`config.mk`:
```
export PLATFORM = sky130hd
export DESIGN_NAME = adc_sample_filter
export DESIGN_NICKNAME = d
export VERILOG_FILES = /design/src/rtl/adc_sample_filter.sv
export SDC_FILE = /design/constraint.sdc
export NUM_CORES = 1
export LEC_CHECK = 0
export CAP_MARGIN = 0
export CORE_MARGIN = 1.5
export CORE_UTILIZATION = 45
export CTS_BUF_LIST = sky130_fd_sc_hd__clkbuf_16
export CTS_CLUSTER_DIAMETER = 100
export DETAILED_ROUTE_END_ITERATION = 8
export PLACE_DENSITY = 0.76
export REMOVE_ABC_BUFFERS = 1
export SYNTH_ARGS = -nofsm -noshare
export SYNTH_HDL_FRONTEND = slang
export SYNTH_SLANG_ARGS = --single-unit
export TNS_END_PERCENT = 20
```
`constraint.sdc`:
```
create_clock -name sclk -period 6.9 [get_ports sclk]
set_clock_uncertainty 0.1 [all_clocks]
set_input_delay 1.38 -clock sclk [delete_from_list [all_inputs] [get_ports sclk]]
set_output_delay 1.38 -clock sclk [all_outputs]
set_load 0.02 [all_outputs]
```
`src/rtl/adc_sample_filter.sv`:
```
// Boxcar averager over a 2^LOG2_DEPTH sample ring buffer, with a registered over-threshold flag.
// Define ADC_FILTER_HYST_EN to give the threshold flag a HYST-wide hysteresis band.
module adc_sample_filter #(
  parameter int unsigned LOG2_DEPTH = 3,
  parameter int unsigned HYST       = 4
) (
  input  logic       sclk,
  input  logic       rstn,
  input  logic [7:0] sample_in,
  input  logic       sample_valid,
  input  logic       clear,
  input  logic [7:0] threshold,
  output logic [7:0] avg_out,
  output logic       avg_valid,
  output logic       primed,
  output logic       over_thresh
);

  localparam int unsigned Depth = 1 << LOG2_DEPTH;
  localparam int unsigned SumW  = 8 + LOG2_DEPTH;

  if (LOG2_DEPTH < 1 || LOG2_DEPTH > 5 || HYST > 255) begin : g_bad_param
    $error("adc_sample_filter: LOG2_DEPTH must be 1..5 and HYST 0..255");
  end

  typedef enum logic {StFill, StRun} state_e;

  state_e                r_state, w_state_next;
  logic [7:0]            r_buf [Depth];
  logic [LOG2_DEPTH-1:0] r_wp;
  logic [SumW-1:0]       r_sum, w_sum_next;
  logic [SumW:0]         w_sum_ext;
  logic                  w_produce;
  logic [7:0]            w_avg;
  logic                  w_over_next;
  logic [7:0]            r_avg;
  logic                  r_valid;
  logic                  r_over;

  // During FILL the write pointer doubles as the fill count; it starts at 0 after reset/clear.
  always_comb begin
    w_state_next = r_state;
    w_produce    = 1'b0;
    w_sum_ext    = {1'b0, r_sum} + {{(LOG2_DEPTH + 1){1'b0}}, sample_in};
    if (r_state == StRun) begin
      w_sum_ext = w_sum_ext - {{(LOG2_DEPTH + 1){1'b0}}, r_buf[r_wp]};
    end
    unique case (r_state)
      StFill: begin
        if (sample_valid && (&r_wp)) begin
          w_state_next = StRun;
          w_produce    = 1'b1;
        end
      end
      StRun:   w_produce = sample_valid;
      default: w_state_next = StFill;
    endcase
    if (clear) begin
      w_state_next = StFill;
      w_produce    = 1'b0;
    end
    w_sum_next = w_sum_ext[SumW-1:0];
    w_avg      = w_sum_next[SumW-1:LOG2_DEPTH];
  end

`ifdef ADC_FILTER_HYST_EN
  localparam logic [7:0] HystW = 8'(HYST);
  logic [7:0] w_thr_lo;

  always_comb begin
    w_thr_lo    = (threshold > HystW) ? (threshold - HystW) : 8'd0;
    w_over_next = r_over;
    if (w_avg > threshold) begin
      w_over_next = 1'b1;
    end else if (w_avg < w_thr_lo) begin
      w_over_next = 1'b0;
    end
  end
`else
  always_comb begin
    w_over_next = (w_avg > threshold);
  end
`endif

  always_ff @(posedge sclk or negedge rstn) begin
    if (!rstn) begin
      r_state <= StFill;
    end else begin
      r_state <= w_state_next;
    end
  end

  always_ff @(posedge sclk or negedge rstn) begin
    if (!rstn) begin
      r_sum <= '0;
      r_wp  <= '0;
    end else if (clear) begin
      r_sum <= '0;
      r_wp  <= '0;
    end else if (sample_valid) begin
      r_sum <= w_sum_next;
      r_wp  <= r_wp + 1'b1;
    end
  end

  // Stale entries are never subtracted during FILL, so the buffer needs no reset.
  always_ff @(posedge sclk) begin
    if (sample_valid && !clear) begin
      r_buf[r_wp] <= sample_in;
    end
  end

  always_ff @(posedge sclk or negedge rstn) begin
    if (!rstn) begin
      r_avg   <= 8'd0;
      r_valid <= 1'b0;
      r_over  <= 1'b0;
    end else begin
      r_valid <= w_produce;
      if (clear) begin
        r_avg  <= 8'd0;
        r_over <= 1'b0;
      end else if (w_produce) begin
        r_avg  <= w_avg;
        r_over <= w_over_next;
      end
    end
  end

  assign avg_out     = r_avg;
  assign avg_valid   = r_valid;
  assign over_thresh = r_over;
  assign primed      = (r_state == StRun);

endmodule

```
**Word level (Yosys, flattened, before mapping)**

Memories as Yosys holds them, arrays and structs flattened.
Index checks and enable logic that the tools add are counted.

- Register bits: 25
- RAM bits: 64
- Bits of input ports: 20
- Output and inout port bits: 11
- Logic and storage cells: 34
- Memories: 1

Memory list:

| memory | depth | width | rd ports | clocked after Yosys merged registers in | write ports | line | RTL |
|---|---|---|---|---|---|---|---|
| r_buf | 8 | 8 | 1 | 0 | 1 | 29 | `logic [7:0] r_buf [Depth];` |

- $add $sub $neg: 3
- $lt $le $gt $ge: 1
- Mux-type cells: 16
- Bitwise gates (word level): 1
- Reduce and logical (&&, ||, !) cells: 6

Operators with widths:

| operator | number |
|---|---|
| 11-bit 2-to-1 mux | 3 |
| 8-bit 2-to-1 mux | 2 |
| 11-bit by 8-bit adder with 11-bit output | 1 |
| 11-bit by 8-bit subtractor with 11-bit output | 1 |
| 8-bit > comparator | 1 |
| 1-bit 2-to-1 mux | 8 |
| 3-bit 2-to-1 mux | 2 |
| 2-bit nonzero test | 2 |
| 3-bit by 1-bit adder with 3-bit output (second input constant) | 1 |
| 3-bit AND reduction | 1 |
| 1-bit logical AND | 2 |
| 1-bit case mux with 2 select lines | 1 |
| 1-bit logical NOT | 1 |
| 1-bit NOT | 1 |

**Depth between registers and ports, before layout**

Gate-level depths: netlist of run 1.

- Depth in word-level cells: 7
- Gate-level depth with buffers: 21
- Gate-level depth less buffers: 21

**Worst setup path after synthesis of run 1**

No wires, ideal clock.

- Kind: input to register
- Start point: in sample_in[0]
- End point: reg r_over, in the netlist over_thresh
- Setup time: 132 ps
- Arrival time: 4923 ps
- Required time: 6668 ps
- Slack: 1745 ps
- Cell stages on the path: 21
- Buffers on the path: 0
- Cells stage by stage: ha_1 > inv_1 > fa_1 > nor2b_1 > o31ai_1 > nand2b_1 > a21oi_1 > xnor2_1 > ha_1 > or4b_1 > or2_0 > o211a_1 > o31ai_1 > a31oi_1 > xnor2_1 > ha_1 > nand4_1 > o22ai_1 > nor2_1 > o21ai_0 > o211ai_1

- Cells in the longest elaborated chain, start to end: 6

Ends and longest elaborated chain:

| what | line | RTL |
|---|---|---|
| start: declaration | 9 | `input logic [7:0] sample_in,` |
| 11-bit by 8-bit adder with 11-bit output (*) | 44 | `w_sum_ext = {1'b0, r_sum} + {{(LOG2_DEPTH + 1){1'b0}}, sample_in};` |
| 11-bit by 8-bit subtractor with 11-bit output | 46 | `w_sum_ext = w_sum_ext - {{(LOG2_DEPTH + 1){1'b0}}, r_buf[r_wp]};` |
| 11-bit 2-to-1 mux (*) | 45 | `if (r_state == StRun) begin` |
| 8-bit > comparator (*) | 81 | `w_over_next = (w_avg > threshold);` |
| 1-bit 2-to-1 mux (*) | 123 | `end else if (w_produce) begin` |
| 1-bit 2-to-1 mux (*) | 120 | `if (clear) begin` |
| end signal: assignment | 125 | `r_over <= w_over_next;` |
| end: declaration | 38 | `logic r_over;` |

Mark *: on every way between the ends. The rest lies on a longest branch, timed or not. The select of a mux whose other input is x is not followed.
A chain may end at the register's enable or synchronous reset.

**Worst setup path after layout of run 1**

Ends and elaborated chain as after synthesis.

==> results of run 1 <==
[final timing paths]
check | endpoint | cells past startpoint
worst min register to register | avg_out[1] | 2
min in group asynchronous | r_sum[0] | 2
worst max register to register | over_thresh | 16
max in group asynchronous | r_wp[0] | 2
worst min-delay path | avg_out[1] | 2
worst max-delay path | over_thresh | 22
[cell type report]
cell class / instances / area (um2) / share of cell area, %
clock inverter: 7 / 60.06 / 1.128
multi-input combinational: 228 / 1902 / 35.71
timing repair buffer: 37 / 352.8 / 6.626
clock buffer: 9 / 225.2 / 4.229
sequential: 89 / 2547 / 47.84
inverter: 19 / 71.32 / 1.339
tap: 133 / 166.4 / 3.125
[critical path, delay by kind of cell]
kind / cells / cell delay (ns)
xor gates and xnor gates: 2 / 0.33
buffers and inverters: 2 / 0.64
and+or+nand+nor: 7 / 1.22
AOI/OAI and AO/OA: 7 / 1.43
adders and majority gates: 4 / 1.02
[state kept, by name, indices dropped and copies added (netlist names)]
signal       flops
r_buf           64
over_thresh      1
avg_valid        1
primed           1
r_wp             3
avg_out          8
r_sum           11
[metal layers]
| metal | routed length, um | vias up |
|---|---|---|
| li1 | - | 1406 |
| met2 | 4573 | 95 |
| met4 | 163 | 0 |
| met3 | 464 | 13 |
| met1 | 4235 | 1459 |
| met5 | 0 | - |
[logic make-up after synthesis]
family,count (synthesis)
multiplexers,29
buffers and inverters,33
XOR/XNOR,12
flip-flops,89
AO/OA/AOI/OAI,74
AND/OR/NAND/NOR,85
adder cells (fa/ha/maj),28
[per-stage QoR]
step / worst slack (ns) / total power [mW] / hold WS [ns] / cell area [um2] / utilization, %
global placement: 0.8611 / 0.8482 / 0.3620 / 5040 / 51.33
floorplan: 1.751 / 0.7835 / 0.3903 / 4511 / -
finish: 1.027 / 1.319 / 0.3890 / 5325 / 54.23
detailed placement: 0.7197 / 0.8550 / 0.3787 / 5040 / 51.33
global route: 0.6008 / 1.380 / 0.4303 / 5325 / 54.23
CTS: 1.052 / 1.324 / 0.3928 / 5325 / 54.23
[power by group]
part / internal (mW) / leakage, nW / switching (mW) / total [mW]
combinational: 0.113 / 0.930 / 0.140 / 0.253
clock: 0.251 / 0.136 / 0.220 / 0.471
sequential: 0.585 / 0.918 / 0.00897 / 0.594
total: 0.950 / 1.98 / 0.370 / 1.32
[cells in the final DEF, fill, tap and decap left out, drive strengths merged, types with 2 or more instances in the layout]
| cell | count |
|---|---|
| a31oi | 2 |
| buf | 7 |
| fa | 2 |
| a22o | 3 |
| ha | 26 |
| o31ai | 2 |
| mux4 | 16 |
| edfxtp | 64 |
| clkinvlp | 2 |
| o21ai | 16 |
| a21boi | 2 |
| nand2b | 8 |
| o221ai | 2 |
| o211a | 2 |
| dfrtp | 25 |
| a211oi | 6 |
| a21o | 2 |
| nor4 | 3 |
| nor2b | 4 |
| xnor2 | 9 |
| nor3 | 9 |
| o21a | 6 |
| inv | 23 |
| nand4 | 5 |
| xor2 | 3 |
| o22ai | 2 |
| nor2 | 24 |
| or2 | 4 |
| nand3 | 4 |
| o211ai | 3 |
| clkbuf | 9 |
| nand3b | 3 |
| nand2 | 13 |
| mux2 | 2 |
| a21oi | 19 |
| mux2i | 11 |
| clkdlybuf4s50 | 30 |
==> run_results.csv, run 1 <==
group,metric,value,unit
grt,grt-ovfl-total,0,
synth,ys_seq_elements,89,
finish,num_antenna_cells,0,
placement,dp_cells,506,
synth,yosys.area.top_type,"edfxtp_1",
drt,wl_per_cell,18.08,um
clock_tree,cts_resized,0,
grt,globalRouteMet1Util,24.14,%
min_path,hold_class,"reg2reg",
finish,flow.area_growth_from_synthesis,16.51,%
drt,vias,2973,
run_status,status,"finished clean",
clock_tree,clock_latency,0.34,ns
grt,grt_pass1_vias,2999,
clock_tree,clock_sinks,89,
die,core,9819,um2
clock_tree,cts-root-buf,"clkbuf_16",
synth,synth_simple_gate_area_share,9.663,%
critical_path,r2r_slack,2.28,ns
critical_path,cp_cell_sequence,"clkdlybuf4s50_1 -> ha_1 -> inv_1 -> fa_1 -> nor2b_1 -> o31ai_1 -> nand2b_1 -> a21oi_1 -> xnor2_1 -> ha_1 -> or4b_1 -> or2_0 -> o211a_1 -> o31ai_1 -> a31oi_1 -> xnor2_1 -> ha_1 -> nand4_1 -> o22ai_1 -> nor2_1 -> nand2_1 -> o211ai_1",
critical_path,critPathKind,"in2reg",
critical_path,crit_required,7.06,ns
synth,synth_top_family_by_area,"multiplexers",
synth,ys_types,52,
placement,dp_hpwl,6541,um
placement,gp_congestion,0.8316,
critical_path,start_kind,"input pin",
clock_tree,cts_hold_buffers,0,
clock_tree,clk_pin_slew_worst_paths,0.07,ns
grt,gr-max-usage-layer,"met2",
clock_tree,cts_buffers,9,
synth,postSynthCellCount,350,
finish,layout.nets,432,
drt,drt_first_pass_iters,4,
critical_path,cp_max_fo,9,
synth,avgSynthCellArea,13.06,um2
grt,grt_pass1_wl,15450,um
drt,drt_first_iter_violations,93,
drt,drcViolationCount,0,
synth,synth_compound_area_share,10.65,%
die,ios,31,
sta,rsz0062_at_grt,"false",
drt,ant_nets,0,
power_and_ir_drop,ir_drop,155.3,uV
synth,post-synth-top-count-cell,"edfxtp_1",
synth,synth_edf_count,64,
critical_path,crit_start,"sample_in[0]",
synth,synthMuxAreaShare,10.79,%
sta,worst_pin_slew,1.051,ns
sta,tns,0,ns
grt,grt_use_total,18.47,%
clock_tree,tritoncts,"yes",
clock_tree,cts_max_level,3,
die,row_count,36,
finish,drive_gt1_share,12.08,%
grt,antenna_found_initial,0,
clock_tree,cts_setup_buffers,0,
synth,yosysWarnings,0,
critical_path,critPathSlowestCell,"clkdlybuf4s50_1",
sta,finalHoldViolCount,0,
critical_path,worstPathArrival,6.03,ns
power_and_ir_drop,p_leak,1.985,nW
synth,synth_xor_xnor_area_share,2.299,%
grt,grt_max_degree,26,
synth,synth_top_area_share,42.05,%
critical_path,cp_common_cell,"ha_1",
die,die_w,103.8,um
sta,maxSlewHeadroom,29.68,%
die,initial_core_util,46.55,%
synth,seq_area_frac_synth,55.74,%
synth,syn-cell-area,4571,um2
synth,synth_area_leaders,"edfxtp_1 (42%), dfrtp_1 (14%), mux4_2 (7.9%), ha_1 (7.1%), mux2i_1 (2.4%)",
drt,routed_wirelength,9436,um
critical_path,rr_startpoint,"r_wp[0]",
synth,synthAdderAreaFrac,7.993,%
die,die_area,10770,um2
grt,use_met3,3.461,%
min_path,min_from,"avg_out[1]",
finish,fin_cells,522,
finish,fillers,850,
sta,slew_violations,0,
flow_run,cap_violations,0,
placement,portBuffers,30,
grt,use_met2,30.86,%
sta,period_share,85.11,%
critical_path,slowest_delay,0.56,ns
critical_path,end_kind,"flop",
sta,setup_violations,0,
drt,viasPerCell,5.695,
die,die_h,103.8,um
sta,min_period,5.873,ns
power_and_ir_drop,powerDensity,247.7,nW/um2
synth,ys_top_cells_by_count,"edfxtp_1 (64), ha_1 (26), dfrtp_1 (25), nor2_1 (24)",
clock_tree,clock_path_buffers,2,
synth,synthArstFlopShare,28.09,%
sta,fmax,170.3,MHz
synth,ys.flop_type,"edfxtp_1",
No activity file was read; power rests on OpenSTA's default activity.
==> run 2, diff against run 1 <==
- CORE_ASPECT_RATIO: unset -> 0.75
- CORE_UTILIZATION: 45 -> 60
- PLACE_DENSITY: 0.76 -> 0.93
- REMOVE_ABC_BUFFERS: 1 -> unset
==> run 2 against run 1 <==
Net effect: fmax decreased by 4.1%; critical path type unchanged; largest power group unchanged; combinational power grew 2%; register-to-register slack worse by 0.23 ns; cell area decreased by 0.40%; sequential power is essentially flat.
==> run_results.csv, run 2 (same netlist as run 1, synthesis figures left out) <==
group,metric,value,unit
sta,setup_violations,0,
min_path,worstHoldPathCells,2,
min_path,whs_endpoint,"avg_out[1]",
die,ios,31,
sta,finalHoldViolCount,0,
critical_path,cp_common_cell,"ha_1",
placement,portBuffers,30,
sta,tns,0,ns
clock_tree,cts-root-buf,"clkbuf_16",
die,die_area,8156,um2
clock_tree,clock_sinks,89,
min_path,min_from,"avg_out[1]",
critical_path,cp_top_family,"compound AO/OA/AOI/OAI gates",
finish,fin_cells,493,
grt,antenna_found_initial,0,
power_and_ir_drop,total_power,1.329,mW
grt,grt_pass1_vias,3074,
critical_path,slowest_delay,0.56,ns
flow_run,cap_violations,0,
clock_tree,cts_hold_buffers,0,
die,die_w,103.8,um
sta,worst_pin_slew,0.9853,ns
placement,dp_cells,477,
clock_tree,cts_resized,0,
finish,drive_gt1_share,12.24,%
drt,wl_per_cell,20.18,um
placement,place_worst_setup_slack,0.5486,ns
finish,utilization,72.02,%
sta,rsz0062_at_grt,"false",
placement,gp_congestion,0.9355,
grt,grt_max_degree,26,
die,core,7365,um2
sta,fmax,163.4,MHz
clock_tree,tritoncts,"yes",
power_and_ir_drop,ir_drop,154.7,uV
critical_path,reg2reg_to,"over_thresh",
finish,regMostFlops,"r_buf",
min_path,hold_class,"reg2reg",
critical_path,r2r_slack,2.05,ns
finish,fillers,495,
finish,layout_common_cells,"edfxtp_1 (64), clkdlybuf4s50_1 (30), ha_1 (26), dfrtp_1 (25), nor2_1 (24)",
sta,maxSlewHeadroom,34.07,%
run_status,status,"finished clean",
critical_path,worstPathArrival,6.27,ns
critical_path,crit_required,7.05,ns
critical_path,critPathKind,"in2reg",
sta,slew_violations,0,
finish,regArea,2547,um2
critical_path,start_kind,"input pin",
sta,period_share,88.71,%
drt,drt_first_iter_violations,245,
critical_path,cp.buffers_inverters,2,
critical_path,cp_max_fo,9,
clock_tree,cts_setup_buffers,0,
critical_path,r2r_cells,21,
clock_tree,clock_latency,0.34,ns
placement,dp_hpwl,6935,um
critical_path,end_kind,"flop",
sta,finalWorstSetupSlack,0.7791,ns
clock_tree,cts_max_level,3,
power_and_ir_drop,powerDensity,250.6,nW/um2
clock_tree,clk_pin_slew_worst_paths,0.07,ns
drt,drt_first_pass_iters,5,
finish,layout_commonest_cell,"edfxtp_1",
drt,routed_wirelength,9951,um
finish,largest_register_ffs,64,
critical_path,rr_startpoint,"r_sum[0]",
clock_tree,cts_buffers,9,
grt,grt-ovfl-total,0,
drt,drcViolationCount,0,
critical_path,critPathSlowestCell,"or4b_1",
critical_path,cp_cell_sequence,"clkdlybuf4s50_1 -> ha_1 -> inv_1 -> fa_1 -> nor2b_1 -> o31ai_1 -> nand2b_1 -> a21oi_1 -> xnor2_1 -> ha_1 -> or4b_1 -> or2_0 -> o211a_1 -> o31ai_1 -> a31oi_1 -> xnor2_1 -> ha_1 -> nand4_1 -> o22ai_1 -> nor2_1 -> nand2_1 -> o211ai_1",
finish,flow.area_growth_from_synthesis,16.04,%
grt,grt_use_total,26.60,%
synth,synth_fp_nets,398,
die,row_count,27,
finish,layout.nets,435,
drt,vias,3075,
drt,ant_nets,0,
sta,min_period,6.121,ns
die,initial_core_util,62.06,%
finish,num_antenna_cells,0,
clock_tree,clock_path_buffers,2,
finish,multi_input_area,1892,um2
die,die_h,78.59,um
drt,viasPerCell,6.237,
power_and_ir_drop,p_leak,2.006,nW
grt,grt_pass1_wl,16240,um
[run 2: final cells by class]
cell class | instances | area share [%]
Inverter | 19 | 1.345
Clock inverter | 7 | 1.250
Clock buffer | 9 | 4.246
Timing Repair Buffer | 40 | 7.077
Multi-Input combinational cell | 228 | 35.67
Tap cell | 101 | 2.383
Sequential cell | 89 | 48.03
[run 2: worst max-delay path by stage]
stage | from | end | slack, ns | depth (start not counted)
after floorplan | sample_in[0] | over_thresh | 1.74 | 21
after global routing | sample_in[0] | over_thresh | 0.50 | 22
after global placement | sample_in[0] | over_thresh | 0.89 | 22
after CTS | sample_in[0] | over_thresh | 0.84 | 22
after detailed placement | sample_in[0] | over_thresh | 0.55 | 22
final | sample_in[0] | over_thresh | 0.78 | 22
[run 2: tightest hold or removal path: stages, from the launching register on]
cell	delay [ns]
dfrtp_1	0.36
nand2_1	0.05
o21ai_0	0.06
[run 2: per-stage QoR]
step | hold WS, ns | cell area (um2)
2_1_floorplan | 0.3905 | 4571
3_3_place_gp | 0.3680 | 5012
3_5_place_dp | 0.3896 | 5012
4_1_cts | 0.4068 | 5304
5_1_grt | 0.4227 | 5304
6_report | 0.4072 | 5304
[run 2: power by group]
group          switching, mW  leakage [nW]  internal (mW)
registers             0.0110         0.918          0.585
clock network          0.221         0.145          0.254
logic                  0.143         0.943          0.114
[run 2: routing by layer]
layer	global-route usage, %	vias to the layer above	wire length [um]
li1	-	1410	-
met1	38.29	1513	4334
met2	40.80	128	4637
met3	5.648	24	723
met4	9.028	0	257
met5	0	-	0
